**config.mk**
```make
export PLATFORM = sky130hd
export DESIGN_NAME = muldiv_share_ctrl
export DESIGN_NICKNAME = d
export VERILOG_FILES = /design/src/rtl/muldiv_pkg.sv /design/src/rtl/muldiv_share_ctrl_rr_arbiter.sv /design/src/rtl/muldiv_share_ctrl.sv
export SDC_FILE = /design/constraint.sdc
export NUM_CORES = 1
export LEC_CHECK = 0
export ABC_AREA = 1
export BUFFER_PORTS_ARGS = -buffer_cell sky130_fd_sc_hd__buf_2
export CAP_MARGIN = 20
export CORE_AREA = 2 2 360 362
export DETAILED_ROUTE_END_ITERATION = 8
export DIE_AREA = 0 0 362 364
export HOLD_SLACK_MARGIN = 0.15
export PLACE_DENSITY_LB_ADDON = 0.05
export SLEW_MARGIN = 30
export SYNTH_ARGS = -nofsm -noshare
export SYNTH_HDL_FRONTEND = slang
export SYNTH_SLANG_ARGS = --single-unit
```
**constraint.sdc**
```tcl
create_clock -name clk -period 9.25 [get_ports clk]
set_clock_uncertainty 0.05 [all_clocks]
set_input_delay 0.4625 -clock clk [delete_from_list [all_inputs] [get_ports clk]]
set_output_delay 0.4625 -clock clk [all_outputs]
set_load 0.005 [all_outputs]
```
**src/rtl/muldiv_pkg.sv**
```systemverilog
// Shared types and constants for the multiply/divide sharing controller.
// Operand/result widths match the shared multiply_n_divide_top instance.
package muldiv_pkg;

    typedef enum logic [1:0] {
        ST_IDLE  = 2'd0,
        ST_ISSUE = 2'd1,
        ST_WAIT  = 2'd2,
        ST_RESP  = 2'd3
    } state_t;

    localparam int DATA_W = 64;
    localparam int RES_W  = 129;

    // Quotient reported for a divide by zero; the remainder field carries A.
    localparam logic [DATA_W-1:0] DIV0_QUOT = '1;

endpackage

```
**src/rtl/muldiv_share_ctrl_rr_arbiter.sv**
```systemverilog
// Combinational round-robin picker: first set request at or after ptr,
// wrapping modulo NREQ. Returns a one-hot grant and its encoded index.
module rr_arbiter #(
    parameter int NREQ  = 4,
    parameter int PTR_W = $clog2(NREQ)
) (
    input  logic [NREQ-1:0]  req,
    input  logic [PTR_W-1:0] ptr,
    output logic [NREQ-1:0]  grant,
    output logic [PTR_W-1:0] idx,
    output logic             found
);

    always_comb begin : pick
        logic [PTR_W:0]   pos;
        logic [PTR_W-1:0] sel;
        grant = '0;
        idx   = '0;
        found = 1'b0;
        pos   = '0;
        sel   = '0;
        for (int k = 0; k < NREQ; k++) begin
            pos = {1'b0, ptr} + (PTR_W+1)'(k);
            if (pos >= (PTR_W+1)'(NREQ)) begin
                pos = pos - (PTR_W+1)'(NREQ);
            end
            sel = pos[PTR_W-1:0];
            if (!found && req[sel]) begin
                found      = 1'b1;
                grant[sel] = 1'b1;
                idx        = sel;
            end
        end
    end

endmodule

```
**src/rtl/muldiv_share_ctrl.sv**
```systemverilog
// Round-robin front end for one shared multiply/divide unit: one operation in
// flight, divide-by-zero and hung-unit cases answered with an error response.
//
// state | meaning
// IDLE  | arbitrate; accept winner, latch operands (div-by-0 skips to RESP)
// ISSUE | one-cycle start pulse to the unit, arm the timeout timer
// WAIT  | wait for unit ready (ignored in first cycle) or timer expiry
// RESP  | present response to owner until its rsp_ready
module muldiv_share_ctrl
    import muldiv_pkg::*;
#(
    parameter int NREQ    = 4,
    parameter int TIMEOUT = 1024,
    parameter int PTR_W   = $clog2(NREQ)
) (
    input  logic                   clk,
    input  logic                   reset,
    input  logic [NREQ-1:0]        req_valid,
    output logic [NREQ-1:0]        req_ready,
    input  logic [NREQ-1:0]        req_m_d,
    input  logic [NREQ*DATA_W-1:0] req_a,
    input  logic [NREQ*DATA_W-1:0] req_b,
    output logic [NREQ-1:0]        rsp_valid,
    input  logic [NREQ-1:0]        rsp_ready,
    output logic [RES_W-1:0]       rsp_result,
    output logic                   rsp_err,
    output logic                   mdu_start,
    output logic                   mdu_m_d,
    output logic [DATA_W-1:0]      mdu_a,
    output logic [DATA_W-1:0]      mdu_b,
    input  logic [RES_W-1:0]       mdu_result,
    input  logic                   mdu_ready,
    output logic                   busy
);

    localparam int               TMR_W    = $clog2(TIMEOUT);
    localparam logic [TMR_W-1:0] TMR_LOAD = TMR_W'(TIMEOUT - 1);

    state_t             state;
    state_t             state_nxt;
    logic [PTR_W-1:0]   ptr;
    logic [PTR_W-1:0]   idx;
    logic [NREQ-1:0]    grant;
    logic [PTR_W-1:0]   win_idx;
    logic               win_found;
    logic [DATA_W-1:0]  win_a;
    logic [DATA_W-1:0]  win_b;
    logic               win_m_d;
    logic               win_div0;
    logic [TMR_W-1:0]   tmr;
    logic               grant_now;
    logic               wait_done;
    logic               wait_tout;
    logic               rsp_hs;

    rr_arbiter #(
        .NREQ  (NREQ),
        .PTR_W (PTR_W)
    ) u_arb (
        .req   (req_valid),
        .ptr   (ptr),
        .grant (grant),
        .idx   (win_idx),
        .found (win_found)
    );

    assign win_a    = req_a[int'(win_idx)*DATA_W +: DATA_W];
    assign win_b    = req_b[int'(win_idx)*DATA_W +: DATA_W];
    assign win_m_d  = req_m_d[win_idx];
    assign win_div0 = !win_m_d && (win_b == '0);

    assign grant_now = (state == ST_IDLE) && win_found;
    // The timer still holds its load value only in the first WAIT cycle, when
    // the unit's ready is stale from before the start pulse.
    assign wait_done = (state == ST_WAIT) && (tmr != TMR_LOAD) && mdu_ready;
    assign wait_tout = (state == ST_WAIT) && !wait_done && (tmr == '0);
    assign rsp_hs    = (state == ST_RESP) && rsp_ready[idx];

    always_ff @(posedge clk or posedge reset) begin
        if (reset) begin
            state <= ST_IDLE;
        end else begin
            state <= state_nxt;
        end
    end

    always_comb begin
        state_nxt = state;
        case (state)
            ST_IDLE: begin
                if (win_found) begin
                    state_nxt = win_div0 ? ST_RESP : ST_ISSUE;
                end
            end
            ST_ISSUE: state_nxt = ST_WAIT;
            ST_WAIT: begin
                if (wait_done || wait_tout) begin
                    state_nxt = ST_RESP;
                end
            end
            ST_RESP: begin
                if (rsp_hs) begin
                    state_nxt = ST_IDLE;
                end
            end
            default: state_nxt = ST_IDLE;
        endcase
    end

    // Accept strobe is combinational from the arbiter, so hold it off while
    // reset is asserted to keep every output quiet during reset.
    always_comb begin
        req_ready = '0;
        rsp_valid = '0;
        mdu_start = 1'b0;
        busy      = (state != ST_IDLE);
        case (state)
            ST_IDLE: begin
                if (!reset) begin
                    req_ready = grant;
                end
            end
            ST_ISSUE: mdu_start = 1'b1;
            ST_RESP:  rsp_valid[idx] = 1'b1;
            default: ;
        endcase
    end

    always_ff @(posedge clk or posedge reset) begin
        if (reset) begin
            ptr        <= '0;
            idx        <= '0;
            mdu_m_d    <= 1'b0;
            mdu_a      <= '0;
            mdu_b      <= '0;
            rsp_result <= '0;
            rsp_err    <= 1'b0;
            tmr        <= '0;
        end else begin
            if (grant_now) begin
                idx     <= win_idx;
                ptr     <= (int'(win_idx) == NREQ - 1) ? '0 : win_idx + 1'b1;
                mdu_m_d <= win_m_d;
                mdu_a   <= win_a;
                mdu_b   <= win_b;
                if (win_div0) begin
                    rsp_result <= {1'b0, win_a, DIV0_QUOT};
                    rsp_err    <= 1'b1;
                end
            end
            if (state == ST_ISSUE) begin
                tmr <= TMR_LOAD;
            end
            if (state == ST_WAIT) begin
                if (wait_done) begin
                    rsp_result <= mdu_result;
                    rsp_err    <= 1'b0;
                end else if (wait_tout) begin
                    rsp_result <= '0;
                    rsp_err    <= 1'b1;
                end else begin
                    tmr <= tmr - 1'b1;
                end
            end
        end
    end

endmodule

```
# After elaboration in Yosys (flattened, before gate mapping)
# Index checks and enable logic that the tools add are counted.
dict set report totals {
  elab_cells 134
  out_inout_bits 269
  reg_bits 275
}
dict set report op_classes {
  reduce_logical 26
  add_sub_neg 9
  n_eq_ne 8
  bitwise_logic 3
  shifts 2
  magnitude_cmp 15
  mux 62
}
# operator n
set op_table {}
lappend op_table {{129-bit two-way mux} 5}
lappend op_table {{256-bit by 9-bit indexed part select with 64-bit output} 2}
lappend op_table {{64-bit logical NOT} 1}
lappend op_table {{10-bit two-way mux} 4}
lappend op_table {{4-bit two-way mux} 7}
lappend op_table {{2-bit two-way mux} 13}
lappend op_table {{1-bit two-way mux} 21}
lappend op_table {{2-bit by 3-bit less-than comparator with 1-bit output (second input constant)} 6}
lappend op_table {{1-bit logical AND} 15}
lappend op_table {{1-bit binary-select mux with 2-bit select} 6}
lappend op_table {{4-bit bitwise OR} 3}
lappend op_table {{1-bit demux with 2-bit select} 5}
lappend op_table {{2-bit by 1-bit greater-or-equal comparator with 1-bit output (second input constant)} 5}
lappend op_table {{10-bit logical NOT} 1}
lappend op_table {{10-bit != test (second input constant)} 1}
lappend op_table {{10-bit by 1-bit subtractor with 10-bit output (second input constant)} 1}
lappend op_table {{3-bit greater-or-equal comparator (second input constant)} 3}
lappend op_table {{2-bit one-hot mux with 4 select lines} 1}
lappend op_table {{2-bit by 1-bit subtractor with 2-bit output (second input constant)} 4}
lappend op_table {{2-bit by 2-bit adder with 3-bit output (second input constant)} 2}
lappend op_table {{1-bit logical NOT} 5}
lappend op_table {{2-bit by 1-bit == test with 1-bit output (second input constant)} 2}
lappend op_table {{2-bit == test (second input constant)} 2}
lappend op_table {{2-bit != test (second input constant)} 2}
lappend op_table {{8 further kinds} 8}

# Longest topological paths before layout
dict set report logic_depth {
  depth_word 23
  mapped_depth 27
  mapped_depth_nobuf 24
}

# Hierarchy
# From an unflattened synthesis, not the netlist that was laid out.
dict set report unflattened {
  hier_cells 2519
  area_unflattened_um2 16716.0
}
# mod area_each_um2 instances cells_each
set modules_own_cells {}
lappend modules_own_cells {muldiv_share_ctrl 16275.6 1 2445}
lappend modules_own_cells {rr_arbiter 440.4 1 74}

# Worst setup path after synthesis
# No wires, ideal clock.
dict set report synth_path {
  kind {register to register}
  from {register ptr[0]}
  to {register rsp_result[120]}
  arrival_ns 3.165
  path_slack_ns 5.917
  t_required_ns 9.082
  path_stages_with_launch 25
  setup_time_ns 0.118
  cell_sequence {dfrtp_1 inv_2 ha_1 inv_1 nand3_1 nand2_2 nand4_2 nand2_1 nand2_2 nand2_4 inv_2 buf_2 buf_2 nand2_1 nand3_1 nand2_1 nand2_1 nor2_1 nand2_1 nor2_1 buf_2 buf_2 nand4_1 nand3_1 nand2_1}
}
dict set report synth_via {
  elab_chain_len 23
}
# item line
set synth_lines {}
lappend synth_lines {{from (decl)} muldiv_share_ctrl.sv:41} ;# logic [PTR_W-1:0] ptr;
lappend synth_lines {{from (signal assigned)} muldiv_share_ctrl.sv:142} ;# ptr <= (int'(win_idx) == NREQ - 1) ? '0 : win_idx + 1'b1;
lappend synth_lines {{parallel branches: the longest is 19 deep, another holds 2-bit by 1-bit adder with 3-bit output} n/a}
lappend synth_lines {{129-bit two-way mux *} muldiv_share_ctrl.sv:140} ;# if (grant_now) begin
lappend synth_lines {{129-bit two-way mux} muldiv_share_ctrl.sv:158} ;# end else if (wait_tout) begin
lappend synth_lines {{129-bit two-way mux} muldiv_share_ctrl.sv:155} ;# if (wait_done) begin
lappend synth_lines {{129-bit two-way mux *} muldiv_share_ctrl.sv:154} ;# if (state == ST_WAIT) begin
lappend synth_lines {{to (signal assigned)} muldiv_share_ctrl.sv:147} ;# rsp_result <= {1'b0, win_a, DIV0_QUOT};
lappend synth_lines {{to (signal assigned)} muldiv_share_ctrl.sv:156} ;# rsp_result <= mdu_result;
lappend synth_lines {{to (decl)} muldiv_share_ctrl.sv:25} ;# output logic [RES_W-1:0] rsp_result,
# Every way passes the cells marked *. The select of a mux whose other input is x is not followed.
# A chain may end at the register's enable or synchronous reset.

# Worst setup path after layout
dict set report layout_path {
  from {register ptr[0]}
  to {register rsp_result[65]}
}
# Same word-level chain as after synthesis.

==> impl_metrics.xml <==
<?xml version="1.0" encoding="UTF-8"?>
<metrics>
  <group name="outcome">
    <metric name="run_status" unit="">finished, final reports clean</metric>
  </group>
  <group name="pwr">
    <metric name="seq_power_share" unit="">0.183</metric>
    <metric name="p_int" unit="mW">5.20</metric>
    <metric name="total_switching_power" unit="mW">6.56</metric>
    <metric name="total_power" unit="mW">11.8</metric>
    <metric name="p_leak" unit="nW">13.7</metric>
    <metric name="clkPwrFrac" unit="">0.141</metric>
    <metric name="power.combinational.fraction" unit="">0.677</metric>
    <metric name="total_power_divided_by_cell_area" unit="nW/µm²">454</metric>
    <metric name="worst_vdd_rail_ir_drop" unit="mV">0.338</metric>
    <metric name="sw_frac_of_total" unit="">0.558</metric>
  </group>
  <group name="grt">
    <metric name="first_pass_grt_wire_length" unit="µm">160000</metric>
    <metric name="first_global_vias" unit="">21300</metric>
    <metric name="groute.usage.overall" unit="">0.166</metric>
    <metric name="maximum_number_of_pins_on_one_net_before_global_route_repair" unit="">108</metric>
    <metric name="leftover_overflow_at_the_end_of_global_routing" unit="">0</metric>
    <metric name="antenna_violations_before_repair" unit="">44</metric>
  </group>
  <group name="detailed_routing">
    <metric name="post_drt_wl_per_cell" unit="µm">22.1</metric>
    <metric name="drt-vias-per-instance" unit="">3.95</metric>
    <metric name="number_of_remaining_drc_errors" unit="">0</metric>
    <metric name="dr_vias" unit="">20300</metric>
    <metric name="initialDrtViolationCount" unit="">1010</metric>
    <metric name="finalWirelength" unit="µm">114000</metric>
    <metric name="route.antenna.remaining_nets" unit="">0</metric>
    <metric name="drt_first_pass_iters" unit="">5</metric>
  </group>
  <group name="place">
    <metric name="detailedPlacementHpwl" unit="µm">87500</metric>
    <metric name="portBuffers" unit="">924</metric>
    <metric name="gp_congestion" unit="">0.801</metric>
  </group>
  <group name="synth">
    <metric name="syn-num-nets" unit="">3156</metric>
    <metric name="post_synthesis_cell_area" unit="µm²">16900</metric>
    <metric name="syn-mean-instance-area" unit="µm²">6.80</metric>
    <metric name="yosys.area.top_type_share" unit="">0.407</metric>
    <metric name="post-synth-top-count-cell" unit="">nand2_1</metric>
    <metric name="synth_top_cells_by_count" unit="">nand2_1, dfrtp_1, nor2_1</metric>
    <metric name="ys_seq_area_frac" unit="">0.407</metric>
    <metric name="yosysTopAreaCell" unit="">dfrtp_1</metric>
    <metric name="postSynth.topFlopCell" unit="">dfrtp_1</metric>
    <metric name="yosys_warnings" unit="">0</metric>
    <metric name="synth_top_cells_by_area" unit="">dfrtp_1, nand2_1, nand3_1, nor2_1, o21ai_0</metric>
    <metric name="syn_inst" unit="">2486</metric>
    <metric name="asyncSetResetFlopFracSynth" unit="">1.00</metric>
    <metric name="synth_enable_flop_cells" unit="">0</metric>
    <metric name="ys_seq_elements" unit="">275</metric>
    <metric name="ys_types" unit="">40</metric>
  </group>
  <group name="worst_setup_path">
    <metric name="worst-endpoint-arrival" unit="ns">7.26</metric>
    <metric name="critical_path_required" unit="ns">9.73</metric>
    <metric name="criticalPathCategory" unit="">register to register</metric>
    <metric name="cp-start-kind" unit="">register</metric>
    <metric name="timing.critical_path.slowest_cell_delay" unit="ns">0.57</metric>
    <metric name="path_common_cell" unit="">nand2_1</metric>
    <metric name="reg2reg_setup_slack" unit="ns">2.47</metric>
    <metric name="cp_max_fo" unit="">64</metric>
    <metric name="crit_path_end_kind" unit="">register</metric>
    <metric name="worst_path_max_delay_cell" unit="">nand2_2</metric>
  </group>
  <group name="floorplan">
    <metric name="floorplan.core_area" unit="µm²">128000</metric>
    <metric name="die_extent_in_y" unit="µm">364</metric>
    <metric name="design.die.area" unit="µm²">132000</metric>
    <metric name="chipWidth" unit="µm">362</metric>
    <metric name="core.rowCount" unit="">132</metric>
    <metric name="pin_count" unit="">925</metric>
    <metric name="initial_utilization" unit="">0.132</metric>
  </group>
  <group name="sta">
    <metric name="rsz0062_at_grt" unit="">false</metric>
    <metric name="final_hold_violations" unit="">0</metric>
    <metric name="pin_slew_with_the_least_headroom_to_its_limit" unit="ns">0.949</metric>
    <metric name="finalSetupViolations" unit="">0</metric>
    <metric name="achievable-frequency" unit="MHz">148</metric>
    <metric name="min_period_over_period" unit="">0.733</metric>
    <metric name="final.min_clock_period" unit="ns">6.78</metric>
    <metric name="maxSlewHeadroom" unit="">0.368</metric>
    <metric name="fin_tns_setup" unit="ns">0</metric>
    <metric name="final.hold.worst_slack" unit="ns">0.204</metric>
    <metric name="drv_slew" unit="">0</metric>
  </group>
  <group name="clock_tree">
    <metric name="cts_max_level" unit="">2</metric>
    <metric name="post_cts_resize_count" unit="">0</metric>
    <metric name="clk_root_buffer_cell" unit="">clkbuf_16</metric>
    <metric name="cts_buffer_count" unit="">44</metric>
    <metric name="clock_path_buffers" unit="">3</metric>
    <metric name="cts.clk_slew.worst_paths" unit="ns">0.06</metric>
    <metric name="cts_tree" unit="">yes</metric>
    <metric name="clk-insertion-delay-late" unit="ns">0.59</metric>
    <metric name="postCtsSetupBuffers" unit="">0</metric>
    <metric name="cts.sink_count" unit="">275</metric>
    <metric name="ctsHoldBuffers" unit="">140</metric>
  </group>
  <group name="finish">
    <metric name="post_layout_net_count" unit="">4113</metric>
    <metric name="drive_above_1_share" unit="">0.300</metric>
    <metric name="syn_to_final_growth" unit="%">53.2</metric>
    <metric name="post-route-util" unit="">0.202</metric>
  </group>
  <group name="flow_run">
    <metric name="drv.max_cap_violation_count" unit="">0</metric>
  </group>
  <group name="hold_path">
    <metric name="min_path_type" unit="">input pin to register</metric>
  </group>
</metrics>
stage by stage:
step,worst slack [ns],cell area [µm²],cells
floorplan,1.16,16900,2486
global placement,2.29,23100,4929
detailed placement,2.26,23100,4929
CTS,1.93,25800,5144
global route,1.77,25900,5152
finish,2.47,25900,5156
path summary, 6_finish.rpt:
kind | startpoint | endpoint | depth (start not counted)
min in group asynchronous | reset | idx[1] | 3
hold reg to reg | mdu_a[18] | mdu_a[18] | 2
setup / recovery | ptr[0] | rsp_result[65] | 26
setup reg to reg | ptr[0] | rsp_result[65] | 26
max in group asynchronous | reset | mdu_a[26] | 5
hold / removal | req_b[193] | mdu_b[1] | 3
worst max-delay path: cells and delay by family (launching register included):
kind,cells,cell delay [ns]
fa+ha+maj,1,0.39
buf+inv,6,1.91
flops,1,0.54
simple gates,19,3.62
layout by cell type, fill, tap and decap left out, drive strengths merged, types with 4 or more instances in the layout:
cell | synthesis | final
o32a | 62 | 62
o211ai | 10 | 10
nand3 | 259 | 259
a31oi | 22 | 22
dfrtp | 275 | 275
o21ai | 187 | 187
nor3 | 10 | 10
nand2 | 896 | 896
ha | 14 | 14
diode | 0 | 9
nand4 | 66 | 66
clkinv | 1 | 7
nor2 | 265 | 265
a221oi | 4 | 4
inv | 201 | 202
a21oi | 6 | 6
clkbuf | 97 | 65
nand3b | 10 | 10
dlygate4sd3 | 0 | 140
buf | 86 | 954
routing by layer:
metal / GRT usage / routed length [µm]
met2: 0.300 / 56900
met5: 0 / 184
met1: 0.193 / 45900
met3: 0.0559 / 8990
met4: 0.0277 / 1730
power groups by stage:
stage,clock network [mW],logic [mW],registers [mW]
6_report,1.65,7.96,2.15
5_1_grt,1.78,9.06,2.24
4_1_cts,1.74,8.34,2.16
3_5_place_dp,0,8.26,2.17
3_3_place_gp,0,8.35,2.18
2_1_floorplan,0,4.66,2.19
area by class of cell:
| class | count | area [µm²] |
|---|---|---|
| timing repair buffer | 1094 | 6310 |
| sequential | 275 | 6880 |
| multi-input combinational | 1826 | 8460 |
| inverter | 202 | 788 |
| clock inverter | 10 | 118 |
| clock buffer | 65 | 1250 |
| fill | 14900 | 102000 |
| tap | 1675 | 2100 |
| antenna | 9 | 22.5 |
registers in the layout, summed over array words and instances, names as in the netlist, 2 cells and up:
signal	cells
idx	2
mdu_a	64
mdu_b	64
ptr	2
rsp_result	129
state	2
tmr	10
cells by family (layout without fill, tap and decap cells):
kind of cell               after synthesis  count (layout)  synth area share
buffers and inverters                  385            1371            0.0971
adders and majority gates               14              14            0.0104
and+or+nand+nor                       1508            1508             0.371
other                                    0               9                 0
AOI/OAI and AO/OA                      301             301             0.114
xor gates and xnor gates                 2               2           0.00104
DFF                                    275             275             0.407
muxes                                    1               1          0.000592
Note: power is estimated with default switching activity, not from simulation.
